### src/rtl/packet_pacer.sv
// Dual-channel token-bucket pacer: turns a byte rate and packet length into
// per-packet start grants for two generators and counts throttled cycles.
module packet_pacer #(
  parameter int unsigned CLK_MHZ         = 322,
  parameter int unsigned BYTES_PER_CYCLE = 64,
  parameter int unsigned BUCKET_MAX_USEC = 4
) (
  input  logic        clk,
  input  logic        reset,
  input  logic        start,
  input  logic        halt,
  input  logic [31:0] BYTES_PER_USEC,
  input  logic [7:0]  CYCLES_PER_PACKET,
  input  logic        req1,
  input  logic        req2,
  output logic        grant1,
  output logic        grant2,
  output logic        busy,
  output logic [31:0] stall1,
  output logic [31:0] stall2
);

  localparam int unsigned RATE_W  = 32;
  localparam int unsigned COST_W  = 14;
  localparam int unsigned BKT_W   = 40;
  localparam int unsigned SUM_W   = BKT_W + 1;
  localparam int unsigned STALL_W = 32;
  localparam int unsigned TMR_W   = (CLK_MHZ > 1) ? $clog2(CLK_MHZ) : 1;
  localparam logic [TMR_W-1:0] TMR_LAST = TMR_W'(CLK_MHZ - 1);

  typedef enum logic {ST_IDLE = 1'b0, ST_RUN = 1'b1} state_t;

  state_t               state_q, state_d;
  logic [TMR_W-1:0]     timer_q, timer_d;
  logic [RATE_W-1:0]    rate_q, rate_d;
  logic [COST_W-1:0]    cost_q, cost_d;
  logic [BKT_W-1:0]     bkt_q [2];
  logic [BKT_W-1:0]     bkt_d [2];
  logic [1:0]           grant_q, grant_d;
  logic [STALL_W-1:0]   stall_q [2];
  logic [STALL_W-1:0]   stall_d [2];

  logic                 run_c, tick_c;
  logic [1:0]           req_c, elig_c;
  logic [COST_W-1:0]    cost_new_c;
  logic [BKT_W-1:0]     cost_ext_c, rate_cap_c, cap_c;
  logic [SUM_W-1:0]     sum_c  [2];
  logic [BKT_W-1:0]     clip_c [2];

  assign run_c      = (state_q == ST_RUN);
  assign tick_c     = run_c && (timer_q == TMR_LAST);
  assign req_c      = {req2, req1};
  assign cost_new_c = COST_W'(32'(CYCLES_PER_PACKET) * BYTES_PER_CYCLE);
  assign cost_ext_c = BKT_W'(cost_q);
  assign rate_cap_c = BKT_W'(rate_q) * BKT_W'(BUCKET_MAX_USEC);
  // Bucket ceiling must hold at least one packet so a low rate can still grant.
  assign cap_c      = (rate_cap_c > cost_ext_c) ? rate_cap_c : cost_ext_c;

  // Eligibility uses the registered bucket; credit is added then clipped to cap.
  always_comb begin
    elig_c = '0;
    for (int c = 0; c < 2; c++) begin
      elig_c[c] = run_c && req_c[c] && !grant_q[c] &&
                  ((rate_q == '0) || (bkt_q[c] >= cost_ext_c));
      sum_c[c]  = SUM_W'(bkt_q[c]) + (tick_c ? SUM_W'(rate_q) : '0);
      clip_c[c] = (sum_c[c] > SUM_W'(cap_c)) ? cap_c : sum_c[c][BKT_W-1:0];
    end
  end

  // Next-state: halt beats start; start (re)loads config from any state.
  always_comb begin
    state_d = state_q;
    timer_d = timer_q;
    rate_d  = rate_q;
    cost_d  = cost_q;
    grant_d = '0;
    for (int c = 0; c < 2; c++) begin
      bkt_d[c]   = bkt_q[c];
      stall_d[c] = stall_q[c];
      if (run_c && req_c[c] && !grant_q[c] && (stall_q[c] != '1))
        stall_d[c] = stall_q[c] + STALL_W'(1);
    end

    if (halt) begin
      state_d = ST_IDLE;
      timer_d = '0;
      for (int c = 0; c < 2; c++) bkt_d[c] = '0;
    end else if (start) begin
      state_d = ST_RUN;
      rate_d  = BYTES_PER_USEC;
      cost_d  = cost_new_c;
      timer_d = '0;
      for (int c = 0; c < 2; c++) begin
        bkt_d[c]   = BKT_W'(cost_new_c);
        stall_d[c] = '0;
      end
    end else if (state_q == ST_RUN) begin
      timer_d = tick_c ? '0 : timer_q + TMR_W'(1);
      for (int c = 0; c < 2; c++) begin
        grant_d[c] = elig_c[c];
        bkt_d[c]   = clip_c[c] - ((elig_c[c] && (rate_q != '0)) ? cost_ext_c : '0);
      end
    end
  end

  always_ff @(posedge clk or posedge reset) begin
    if (reset) begin
      state_q <= ST_IDLE;
      timer_q <= '0;
      rate_q  <= '0;
      cost_q  <= '0;
      grant_q <= '0;
      for (int c = 0; c < 2; c++) begin
        bkt_q[c]   <= '0;
        stall_q[c] <= '0;
      end
    end else begin
      state_q <= state_d;
      timer_q <= timer_d;
      rate_q  <= rate_d;
      cost_q  <= cost_d;
      grant_q <= grant_d;
      for (int c = 0; c < 2; c++) begin
        bkt_q[c]   <= bkt_d[c];
        stall_q[c] <= stall_d[c];
      end
    end
  end

  assign grant1 = grant_q[0];
  assign grant2 = grant_q[1];
  assign busy   = run_c;
  assign stall1 = stall_q[0];
  assign stall2 = stall_q[1];

endmodule

### config.mk
export PLATFORM = sky130hd
export DESIGN_NAME = packet_pacer
export DESIGN_NICKNAME = d
export VERILOG_FILES = /design/src/rtl/packet_pacer.sv
export SDC_FILE = /design/constraint.sdc
export NUM_CORES = 1
export LEC_CHECK = 0
export CELL_PAD_IN_SITES_DETAIL_PLACEMENT = 0
export CELL_PAD_IN_SITES_GLOBAL_PLACEMENT = 1
export CORE_MARGIN = 2
export CORE_UTILIZATION = 37
export CTS_BUF_LIST = sky130_fd_sc_hd__clkbuf_8 sky130_fd_sc_hd__clkbuf_16
export DETAILED_ROUTE_END_ITERATION = 12
export PLACE_DENSITY_LB_ADDON = 0.1
export SYNTH_ARGS = -nofsm -noshare
export SYNTH_HDL_FRONTEND = slang
export SYNTH_SLANG_ARGS = --single-unit
### constraint.sdc
create_clock -name clk -period 19.1 [get_ports clk]
set_input_delay 3.82 -clock clk [delete_from_list [all_inputs] [get_ports clk]]
set_output_delay 3.82 -clock clk [all_outputs]
set_load 0.02 [all_outputs]
==> results of run 1 <==
-- how the worst min path moves through the flow --
stage,endpoint,startpoint,cells after the start,slack (ns)
floorplan,rate_q[0]$_DFFE_PP0P_,rate_q[0]$_DFFE_PP0P_,2,0.47
global placement,bkt_q[60]$_DFFE_PP0P_,bkt_q[60]$_DFFE_PP0P_,2,0.50
detailed placement,bkt_q[60]$_DFFE_PP0P_,bkt_q[60]$_DFFE_PP0P_,2,0.51
CTS,bkt_q[60]$_DFFE_PP0P_,bkt_q[60]$_DFFE_PP0P_,2,0.53
global route,bkt_q[60]$_DFFE_PP0P_,bkt_q[60]$_DFFE_PP0P_,2,0.57
finish,bkt_q[60]$_DFFE_PP0P_,bkt_q[60]$_DFFE_PP0P_,2,0.53
-- logic make-up (layout without fill, tap and decap cells) --
family	count (synthesis)	after routing	synth area share, %
adder cells (fa/ha/maj)	153	153	10.0
XOR/XNOR	193	193	8.88
AO/OA/AOI/OAI	678	678	23.2
multiplexers	47	47	2.48
buffers and inverters	225	265	4.67
AND/OR/NAND/NOR	972	972	25.2
flip-flops	196	196	25.6
-- cell usage in the layout, fill, tap and decap left out, drive strengths merged, types with 52 or more instances in the layout --
cell type / instances
xnor2: 115
nand2: 300
nand3: 69
nor3: 63
clkdlybuf4s50: 112
o21ai: 188
nor2: 229
inv: 98
xor2: 77
nor4: 52
ha: 148
dfrtp: 196
nand4: 60
a21oi: 165
a21o: 53
-- registers in the layout (all words and copies together) (netlist names) --
signal and count:
bkt_q 80, busy 1, cost_q 8, grant_q 2, rate_q 32, stall1 32
stall2 32, timer_q 9
-- metal layers --
| layer | global-route usage [%] | share of wire (%) | vias to the layer above |
|---|---|---|---|
| li1 | - | - | 9047 |
| met1 | 41.7 | 47 | 9481 |
| met3 | 4.56 | 6.9 | 106 |
| met4 | 9.98 | 2.8 | 0 |
| met5 | 0 | 0 | - |
| met2 | 43.6 | 43 | 769 |
-- critical path, delay by kind of cell, from the launching register on --
| family | cells | cell delay [ns] |
|---|---|---|
| xor gates and xnor gates | 1 | 0.47 |
| and+or+nand+nor | 14 | 3.36 |
| buffers and inverters | 6 | 1.91 |
| AOI/OAI and AO/OA | 17 | 4.53 |
| DFF | 1 | 0.68 |
| adders and majority gates | 4 | 1.15 |
-- stage by stage --
step | util (%) | hold slack, ns
floorplan | - | 0.475
global placement | 40.6 | 0.500
detailed placement | 40.6 | 0.515
CTS | 41.8 | 0.533
global route | 41.8 | 0.569
finish | 41.8 | 0.535
-- where the power goes --
part	internal, µW	switching, µW
logic	1110	1730
clock network	193	205
registers	477	140
total	1780	2080
-- layout make-up --
class,instances,area share (%)
timing repair buffer,140,6.20
clock buffer,18,2.05
tap,680,3.96
inverter,93,1.66
multi-input combinational,2043,62.4
sequential,196,22.9
clock inverter,14,0.845
==> qor.csv, run 1 <==
stage,metric,value,unit
outcome,status,completed,
synth,synthTopCellsByCount,"nand2_1, nor2_1, dfrtp_1",
timing,fin_tns_setup,0,ns
finish,multi_input_area,0.0134,mm²
worst_setup_path,setup.worst_path.start_class,register,
route,drtAntennaViolNets,0,
die,fp.dieH,232,µm
worst_setup_path,path_max_fanout,59,
timing,skew,0.0131,ns
synth,ys_seq_elements,196,
die,num_rows,83,
timing,finalCritPeriodShare,64.3,%
die,die-area,0.0537,mm²
finish,final.fill_count,5288,
finish,fin_area,0.0215,mm²
timing,slew_headroom,30.2,%
power_and_ir_drop,ir_drop,0.000256,V
placement,hpwl,59500,µm
power_and_ir_drop,p_leak,0.00922,µW
synth,synth-edff-count,0,
clock_network,htreeDepth,4,
finish,instances_no_fill,3184,
synth,syn_avg_cell_area,7.79,µm²
synth,yosysMostFrequentCell,nand2_1,
synth,syn_inst,2464,
route,via_per_inst,6.09,
worst_setup_path,r2r_end,bkt_q[36]$_DFFE_PP0P_,
timing,fin_crit,12.28,ns
global_routing,track_usage,28.9,%
synth,synth.cell_area,0.0192,mm²
synth,yosysTopAreaCell,dfrtp_1,
timing,setup_violations,0,
finish,area_growth,11.9,%
synth,yosysSeqAreaShare,25.6,%
die,initial_utilization,37.4,%
timing,fmax,81.4,MHz
placement,placed_cells,3152,
finish,finish.net_count,2687,
route,routed_wl,77400,µm
clock_network,clock_path_buffers,2,
worst_setup_path,worstPathRequired,19.54,ns
clock_network,root_buffer,clkbuf_16,
worst_setup_path,worstSetupPathType,register to register,
finish,n_antenna_cell,0,
placement,gp_congestion,0.934,
route,num_vias,19400,
clock_network,cts.sinks,196,
worst_setup_path,r2r_setup_slack,6.82,ns
placement,placed_cell_area,0.0208,mm²
worst_setup_path,ff2ff_path_depth,42,
placement,portBuffers,112,
synth,synth_nets,2660,
power_and_ir_drop,p_total,3860,µW
run,drv_cap,0,
hold_path,min_path_type,register to register,
worst_setup_path,reg2reg_from,busy$_DFFE_PP0P_,
route,first_pass_iters,6,
worst_setup_path,endpoint_kind,register,
power_and_ir_drop,powerDensity,180,mW/mm²
clock_network,cts_setup_buffers,0,
global_routing,grt_max_degree,83,
worst_setup_path,critPathSlowestCell,o41ai_1,
clock_network,cts_tree,built,
global_routing,antenna_found_initial,0,
global_routing,grt.overflow.total,0,
die,fp.coreArea,0.0513,mm²
timing,rsz0062_at_grt,no,
clock_network,cts_inserted_buffers,17,
clock_network,cts_hold_buf,0,
route,drc,0,
global_routing,grt_first_pass_wirelength,118000,µm
global_routing,grt_pass1_vias,18700,
synth,synth_cell_type_count,103,
synth,yosysTopAreaCellShare,25.6,%
finish,seq_area,0.00491,mm²
die,die_w,232,µm
placement,place_worst_setup_slack,6.88,ns
clock_network,ctsResizeCount,0,
timing,finalWorstSetupSlack,6.82,ns
worst_setup_path,path_common_cell,o21ai_0,
worst_setup_path,critPathLaunch,busy$_DFFE_PP0P_,
synth,synth_area_leaders,"dfrtp_1, ha_1, nand2_1",
synth,yosysWarnings,0,
timing,slew_violations,0,
route,wl_per_cell,24.3,µm
die,io_pins,113,
timing,finalHoldViolCount,0,
worst_setup_path,critical-path-max-stage-delay,0.69,ns
worst_setup_path,arrival,12.72,ns
timing,worstMarginPinSlew,1.04,ns
clock_network,cts.reportedPaths.clkPinSlew,0.08,ns
route,drtIter0Drc,1996,
synth,synth_ff_type,dfrtp_1,
synth,async_flop_share,100,%
worst_setup_path,cp-endpoint,bkt_q[36]$_DFFE_PP0P_,
clock_network,clkLatencyLatePin,0.50,ns
finish,drive_above_1_share,4.91,%
No activity file was read; power rests on OpenSTA's default activity.
==> inputs of run 2 (changes only) <==
- clock period: 19.1 -> 11.58 ns (I/O delays scaled with it)
==> run 2 against run 1 <==
  * Combinational power rose by 70%
  * Clock skew grew 0.00057 ns
  * Final area is 0.37% higher
  * Total power rose by 68%
  * Via count fell by 0.28%
  * Worst setup slack got worse by 6.4 ns
  * Sequential share of layout area is 0.084 points lower
  * Register-to-register slack worse by 6.4 ns
  * Count of clock-buffer cells in the layout unchanged
  * Die area unchanged
  * Routed wire length grew 1.2%
  * Utilization up 0.15 points
  * Largest cell class unchanged
  * Highest routed layer unchanged
==> qor.csv, run 2 (synthesized netlist as in run 1, its figures left out) <==
stage,metric,value,unit,change
timing,setup_violations,0,,unchanged
clock_network,cts_inserted_buffers,17,,unchanged
clock_network,cts_tree,built,,unchanged
worst_setup_path,ff2ff_path_depth,38,,was 42
finish,mostFrequentLayoutCells,"nand2_1, nor2_1, dfrtp_1",,unchanged
die,die_w,232,µm,unchanged
route,via_per_inst,6.06,,was 6.09
clock_network,clock_path_buffers,2,,unchanged
placement,gp_congestion,0.953,,was 0.934
timing,fin_crit,11.11,ns,was 12.28 ns
die,io_pins,113,,unchanged
global_routing,grt.overflow.total,0,,unchanged
global_routing,grt_max_degree,138,,was 83
worst_setup_path,cp_top_family,compound AO/OA/AOI/OAI gates,,unchanged
route,first_pass_iters,6,,unchanged
worst_setup_path,path_buf_inv,1,,was 6
finish,drive_above_1_share,5.53,%,was 4.91%
power_and_ir_drop,clkPwrFrac,9.8,%,was 10.3%
global_routing,antenna_found_initial,1,,was 0
timing,finalHoldViolCount,0,,unchanged
clock_network,cts.reportedPaths.clkPinSlew,0.09,ns,was 0.08 ns
hold_path,min_path_type,register to register,,unchanged
hold_path,hp-start,bkt_q[31]$_DFFE_PP0P_,,was bkt_q[60]$_DFFE_PP0P_
clock_network,htreeDepth,4,,unchanged
timing,whs,0.536,ns,was 0.535 ns
worst_setup_path,r2r_setup_slack,0.47,ns,was 6.82 ns
placement,hpwl,59800,µm,was 59500 µm
route,wl_per_cell,24.5,µm,was 24.3 µm
worst_setup_path,critPathSlowestCell,o311ai_1,,was o41ai_1
global_routing,grt_first_pass_wirelength,118000,µm,about the same
worst_setup_path,worstSetupPathType,register to register,,unchanged
global_routing,track_usage,29.3,%,was 28.9%
power_and_ir_drop,powerDensity,300,mW/mm²,was 180 mW/mm²
die,fp.dieH,232,µm,unchanged
global_routing,grt_pass1_vias,18600,,was 18700
outcome,status,completed,,unchanged
worst_setup_path,critical-path-max-stage-delay,0.63,ns,was 0.69 ns
clock_network,cts.sinks,196,,unchanged
route,drc,0,,unchanged
timing,skew,0.0137,ns,was 0.0131 ns
timing,worstMarginPinSlew,1.24,ns,was 1.04 ns
route,drtIter0Drc,1703,,was 1996
worst_setup_path,path_common_cell,a21o_1,,was o21ai_0
timing,slew_headroom,16.8,%,was 30.2%
run,drv_cap,0,,unchanged
placement,portBuffers,112,,unchanged
worst_setup_path,endpoint_kind,register,,unchanged
power_and_ir_drop,pwr-share-seq,15.5,%,was 16.0%
finish,largest_reg_flops,80,,unchanged
clock_network,root_buffer,clkbuf_16,,unchanged
worst_setup_path,arrival,11.52,ns,was 12.72 ns
route,routed_wl,78300,µm,was 77400 µm
route,num_vias,19300,,was 19400
finish,top_register,bkt_q,,unchanged
timing,finalCritPeriodShare,96.0,%,was 64.3%
timing,fmax,90.0,MHz,was 81.4 MHz
worst_setup_path,path_max_fanout,52,,was 59
route,drtAntennaViolNets,0,,unchanged
finish,area_growth,12.3,%,was 11.9%
worst_setup_path,setup.worst_path.start_class,register,,unchanged
timing,rsz0062_at_grt,no,,unchanged
finish,finish.net_count,2698,,was 2687
worst_setup_path,reg2reg_from,timer_q[2]$_DFFE_PP0P_,,was busy$_DFFE_PP0P_
power_and_ir_drop,comb_power_share,74.7,%,was 73.7%
power_and_ir_drop,sw_frac_of_total,54.1,%,was 53.8%
hold_path,whs_path_depth,2,,unchanged
hold_path,hold_end,bkt_q[31]$_DFFE_PP0P_,,was bkt_q[60]$_DFFE_PP0P_
timing,slew_violations,0,,unchanged
worst_setup_path,worstPathRequired,11.98,ns,was 19.54 ns
timing,fin_tns_setup,0,ns,unchanged
die,die-area,0.0537,mm²,unchanged
die,initial_utilization,37.4,%,unchanged
power_and_ir_drop,ir_drop,0.000380,V,was 0.000256 V
finish,mostFrequentLayoutCell,nand2_1,,unchanged
power_and_ir_drop,p_switching,3500,µW,was 2080 µW
clock_network,cts_hold_buf,0,,unchanged
finish,final.fill_count,5293,,was 5288
worst_setup_path,critPathLaunch,timer_q[2]$_DFFE_PP0P_,,was busy$_DFFE_PP0P_
power_and_ir_drop,cellInternalPower,2970,µW,was 1780 µW
die,fp.coreArea,0.0513,mm²,unchanged
worst_setup_path,r2r_end,bkt_q[69]$_DFFE_PP0P_,,was bkt_q[36]$_DFFE_PP0P_
clock_network,clkLatencyLatePin,0.52,ns,was 0.50 ns
die,num_rows,83,,unchanged
power_and_ir_drop,p_leak,0.00927,µW,was 0.00922 µW
## run 2: cell types whose count changed in the layout (fill, tap and decap cells not counted), moves of 2 or more
cell / before / now
o41ai_1: 11 / 9
nor3_1: 60 / 58
nor3_2: 3 / 5
buf_4: 28 / 38
o41ai_2: 1 / 3
## run 2: worst reg2reg max path, delay by kind of cell (launching register included)
family | cells | cell delay (ns)
mux | 1 | 0.32
buf+inv | 1 | 0.43
flops | 1 | 0.45
simple gates | 10 | 3.19
xor+xnor | 2 | 0.63
fa+ha+maj | 3 | 0.75
compound gates | 21 | 5.22
## run 2: area by class of cell
cell class              instances  area (µm²)  area share (%)
diodes                          1        2.50          0.0116
clock buffers                  18         439            2.04
flip-flops and latches        196        4910            22.8
inverters                      93         357            1.65
well taps                     680         851            3.95
multi-input cells            2043       13400            62.4
repair buffers                151        1420            6.58
clock inverters                13         135           0.627
## run 2: worst max-delay path by stage
stage | to | slack (ns) | cells after the start
finish | bkt_q[69]$_DFFE_PP0P_ | 0.47 | 38
global route | bkt_q[69]$_DFFE_PP0P_ | 0.005 | 38
CTS | bkt_q[69]$_DFFE_PP0P_ | 0.28 | 38
detailed placement | bkt_q[77]$_DFFE_PP0P_ | 0.32 | 37
global placement | bkt_q[69]$_DFFE_PP0P_ | 0.51 | 37
floorplan | bkt_q[68]$_DFFE_PP0P_ | 1.76 | 46
## run 2: through the flow
step           utilization (%)  instance area [µm²]  cells  setup WS, ns  power [µW]
6_report                  42.0                21500   3195         0.467        6470
4_1_cts                   41.9                21500   3194         0.282        6400
3_5_place_dp              40.8                20900   3163         0.323        5740
2_1_floorplan                -                19200   2464          1.76        4500
3_3_place_gp              40.8                20900   3163         0.512        5760
5_1_grt                   42.0                21500   3194       0.00540        6980
## run 2: what timing repair did
item	CTS	global route
setup buffers	0	0
setup endpoints to repair	0	18
resized for setup	0	7
## run 2: per-layer routing
layer	share of wire, %	vias up	routed length, µm	GRT usage, %
met5	0	-	0	0
met4	2.7	0	2150	9.38
met3	6.5	106	5080	4.85
met2	44	728	34400	44.8
met1	47	9454	36700	41.9
li1	-	9060	-	-
## run 2: power by group through the flow
stage / clock (µW) / sequential, µW / combinational (µW)
3_5_place_dp: 0 / 1010 / 4730
6_report: 636 / 1000 / 4830
4_1_cts: 651 / 999 / 4750
2_1_floorplan: 0 / 880 / 3620
3_3_place_gp: 0 / 1010 / 4740
5_1_grt: 673 / 1020 / 5290
